$ cat src/rtl/pipelined_adder_n.sv
// Pipelined WIDTH-bit adder/subtractor, one CHUNK-wide slice per stage.
// Valid/ready handshake with global stall; carry ripples stage to stage.
module pipelined_adder_n #(
  parameter int WIDTH  = 32,
  parameter int STAGES = 4
) (
  input  logic             clk,
  input  logic             rst_n,
  input  logic             in_valid,
  output logic             in_ready,
  input  logic [WIDTH-1:0] x,
  input  logic [WIDTH-1:0] y,
  input  logic             cin,
  input  logic             sub,
  output logic             out_valid,
  input  logic             out_ready,
  output logic [WIDTH-1:0] s,
  output logic             cout,
  output logic             ovf
);

  localparam int CHUNK = WIDTH / STAGES;

  // a: finished sum bits below the current slice, raw x bits above it
  // b: effective second operand (already inverted for sub)
  // c: carry into the next slice
  typedef struct packed {
    logic [WIDTH-1:0] a;
    logic [WIDTH-1:0] b;
    logic             c;
  } stg_t;

  stg_t cur   [STAGES];
  stg_t nxt   [STAGES];
  stg_t q     [STAGES];
  logic vld_q [STAGES];
  logic ovf_q;
  logic ovf_n;
  logic en;

  assign en       = ~out_valid | out_ready;
  assign in_ready = en;

  for (genvar k = 0; k < STAGES; k++) begin : g_stage
    logic [CHUNK:0] sum;
    stg_t           n_l;

    if (k == 0) begin : g_head
      assign cur[k] = '{
        a: x,
        b: (sub ? ~y : y),
        c: (sub | cin)
      };
    end else begin : g_body
      assign cur[k] = q[k-1];
    end

    assign sum = {1'b0, cur[k].a[k*CHUNK +: CHUNK]}
               + {1'b0, cur[k].b[k*CHUNK +: CHUNK]}
               + {{CHUNK{1'b0}}, cur[k].c};

    // Splice this stage's slice into the running result
    always_comb begin
      n_l = cur[k];
      n_l.a[k*CHUNK +: CHUNK] = sum[CHUNK-1:0];
      n_l.c = sum[CHUNK];
    end

    assign nxt[k] = n_l;
  end

  // Carry into the MSB is x^y'^s at that bit; xor with carry out
  assign ovf_n = cur[STAGES-1].a[WIDTH-1]
               ^ cur[STAGES-1].b[WIDTH-1]
               ^ nxt[STAGES-1].a[WIDTH-1]
               ^ nxt[STAGES-1].c;

  // All stages advance together when the output is free
  always_ff @(posedge clk or negedge rst_n) begin
    if (!rst_n) begin
      for (int k = 0; k < STAGES; k++) begin
        q[k]     <= '0;
        vld_q[k] <= 1'b0;
      end
      ovf_q <= 1'b0;
    end else if (en) begin
      vld_q[0] <= in_valid;
      for (int k = 1; k < STAGES; k++) begin
        vld_q[k] <= vld_q[k-1];
      end
      for (int k = 0; k < STAGES; k++) begin
        q[k] <= nxt[k];
      end
      ovf_q <= ovf_n;
    end
  end

  logic unused_b;
  assign unused_b = ^q[STAGES-1].b;

  assign s         = q[STAGES-1].a;
  assign cout      = q[STAGES-1].c;
  assign ovf       = ovf_q;
  assign out_valid = vld_q[STAGES-1];

endmodule
$ cat config.mk
export PLATFORM = sky130hd
export DESIGN_NAME = pipelined_adder_n
export DESIGN_NICKNAME = d
export VERILOG_FILES = /design/src/rtl/pipelined_adder_n.sv
export SDC_FILE = /design/constraint.sdc
export NUM_CORES = 1
export LEC_CHECK = 0
export BUFFER_PORTS_ARGS = -buffer_cell sky130_fd_sc_hd__buf_2
export CAP_MARGIN = 0
export CORE_AREA = 2 2 119 121
export CTS_CLUSTER_DIAMETER = 80
export DETAILED_ROUTE_END_ITERATION = 7
export DIE_AREA = 0 0 121 123
export PLACE_DENSITY = 0.84
export SLEW_MARGIN = 20
export SYNTH_ARGS = -nofsm -noshare
export SYNTH_HDL_FRONTEND = slang
export SYNTH_SLANG_ARGS = --single-unit
$ cat constraint.sdc
create_clock -name clk -period 3.6 [get_ports clk]
set_clock_uncertainty 0.1 [all_clocks]
set_input_delay 0.9 -clock clk [delete_from_list [all_inputs] [get_ports clk]]
set_output_delay 0.9 -clock clk [all_outputs]
set_load 0.02 [all_outputs]
==> qor.yml <==
detail_route.first_pass.iterations: 5
clock.fmax_mhz: 361
p_total_uw: 8700
vias: 6124
overflow: 0
syn2layout_area_growth_pct: 15.2
syn-num-nets: 1018
worst_hold_slack_ns: 0.337
finalCritPeriodShare: 0.769
antenna_cells: 0
grt_start_max_net_pins: 205
worst_setup_path_start_kind: "input port"
ys_ff_latch: 185
rsz0062_at_grt: "false"
cp_slowest_stage_delay_ns: 0.41
drv_cap: 0
die_x_microns: 121
crit_arrival_ns: 2.96
cpMostUsedCell: "fa_1"
clk_pin_slew_ns: 0.07
fillers: 1047
r2r_start: "cur[65]$_DFFE_PN0P_"
seq_area_frac_synth: 0.560
cts.sinks: 185
postCtsHoldBufs: 0
final-hold-violation-count: 0
drv_slew: 0
path_cells: "buf_2 > or2_2 > fa_1 > inv_1 > fa_1 > nor2b_1 > o21a_1 > o21ai_1 > a21oi_1 > o21ai_0 > a31oi_1"
dp_cells: 1157
synth_top_cell_area_share: 0.560
htreeDepth: 4
place_congestion: 0.853
synth_cells: 912
synth.largest_area_cell: "dfrtp_1"
clk_latency_ns: 0.43
reg2reg_to: "cur[0]$_DFFE_PN0P_"
ys_types: 33
numPortBuffers: 105
r2r_cells: 8
mostFrequentLayoutCell: "nand2_1"
max_slew_margin: 0.351
post_cts_buffers: 0
reg2reg_slack_ns: 1.03
max_slew.worst_pin.slew_ns: 0.974
drc: 0
tritoncts: "done"
worst_path_max_delay_cell: "fa_1"
grt_pass1_vias: 5926
crit_family: "compound AO/OA/AOI/OAI gates"
numCtsBuffers: 17
critPathKind: "input port to flop"
cp_data_required_time_ns: 3.79
antenna_found_initial: 0
cellPowerDensity_nw_per_um2: 913
die_area_sq_um: 14900
cts_buffer_depth: 2
finalSetupViolations: 0
hp-class: "input port to asynchronous set/reset pin"
multi_input_area_sq_um: 3400
drt_iter0_markers: 479
most-common-layout-cells: "nand2_1 (425), dfrtp_1 (185), buf_2 (104)"
post_drt_wl_per_cell_microns: 13.7
ant_nets: 0
endpoint_kind: "flop"
drive_gt1_frac: 0.145
fp.dieH_microns: 123
nets: 1102
io_pins: 106
core-area_sq_um: 13600
grt_pass1_wl_mm: 27.8
tns_ns: 0
leakage_uw: 0.00494
cp_max_fo: 5
cts_root_buf: "clkbuf_16"
viasPerCell: 5.15
ctsResizeCount: 0
synth_area_sq_um: 8270
initial_core_util: 0.607
fin_crit_ns: 2.77
ys_warn_count: 0
track_usage: 0.238
synth_area_per_cell_sq_um: 9.06
std_cell_rows: 43
max-vdd-ir-drop_mv: 0.449
dp_hpwl_mm: 10.5
drt-total-wl_mm: 16.2
finalNonFillerCells: 1188
synth.area.top_cells: "dfrtp_1 (56%), nand2_1 (19%), ha_1 (4.2%)"
status: "finished clean"
critical_path_buf_inv_count: 2
regArea_sq_um: 4630
-- synthesized netlist by cell type --
cell       count
and3b_1        2
a31oi_1        7
a21oi_2        1
or2_2          1
dfrtp_1      185
a211oi_1       3
nor3_1         6
nand2_1      425
o21a_1         1
o21ai_2        1
nor2_1        32
nor2b_1        4
a21o_1         5
a21oi_1       23
and2_4         1
buf_2         17
fa_1           8
o31ai_1        3
nand3_1        1
o21ai_1       17
o2111ai_1      1
buf_1         11
ha_1          28
o21ai_0       33
xnor2_1       35
xor2_1        19
clkbuf_1      17
or2_1          1
o21bai_1       5
nand2b_1       3
inv_2          1
inv_1         14
a311o_1        1
-- logic make-up after synthesis --
kind of cell,after synthesis,synth area share
AO/OA/AOI/OAI,101,0.0693
XOR/XNOR,54,0.0572
adder cells (fa/ha/maj),36,0.0618
buffers and inverters,60,0.0298
flip-flops,185,0.560
AND/OR/NAND/NOR,476,0.222
-- routing by layer --
layer / share of wire / track usage / vias to the layer above
met2: 0.48 / 0.381 / 150
met3: 0.047 / 0.0503 / 26
li1: - / - / 3038
met5: 0 / 0 / -
met4: 0.016 / 0.0799 / 0
met1: 0.45 / 0.330 / 2910
-- worst max-delay path by stage --
stage	slack [ns]	cells after the start	startpoint	to
final	0.83	11	sub	cur[130]$_DFFE_PN0P_
after global placement	0.54	11	sub	cur[169]$_DFFE_PN0P_
after CTS	0.90	11	sub	cur[169]$_DFFE_PN0P_
after floorplan	0.44	12	sub	cur[169]$_DFFE_PN0P_
after detailed placement	0.46	11	sub	cur[169]$_DFFE_PN0P_
after global routing	0.78	11	sub	cur[130]$_DFFE_PN0P_
-- registers in the layout, indices dropped and copies added (netlist names) --
register   flops
cout           1
cur          147
out_valid      1
ovf            1
s             32
vld_q          3
-- where the power goes --
part	switching, uW	internal, uW
Sequential	528	3010
Clock	772	1110
Combinational	2020	1260
Total	3320	5380
-- worst reg2reg max path, delay by kind of cell, from the launching register on --
| family | cells | cell delay [ns] |
|---|---|---|
| and+or+nand+nor | 1 | 0.18 |
| adders and majority gates | 2 | 0.90 |
| DFF | 1 | 0.41 |
| AOI/OAI and AO/OA | 5 | 0.82 |
-- final cells by class --
| class | instances | share of cell area |
|---|---|---|
| repair buffers | 110 | 0.0653 |
| multi-input cells | 667 | 0.357 |
| flip-flops and latches | 185 | 0.486 |
| clock inverters | 12 | 0.0156 |
| inverters | 15 | 0.00617 |
| well taps | 180 | 0.0236 |
| clock buffers | 19 | 0.0465 |
-- per-stage QoR --
step	utilization	cell area [sq um]	setup slack (ns)
2_1_floorplan	-	8270	0.443
3_3_place_gp	0.656	8930	0.538
3_5_place_dp	0.656	8930	0.456
4_1_cts	0.700	9520	0.896
5_1_grt	0.700	9520	0.782
6_report	0.700	9520	0.833
Note: power is estimated with default switching activity, not from simulation.
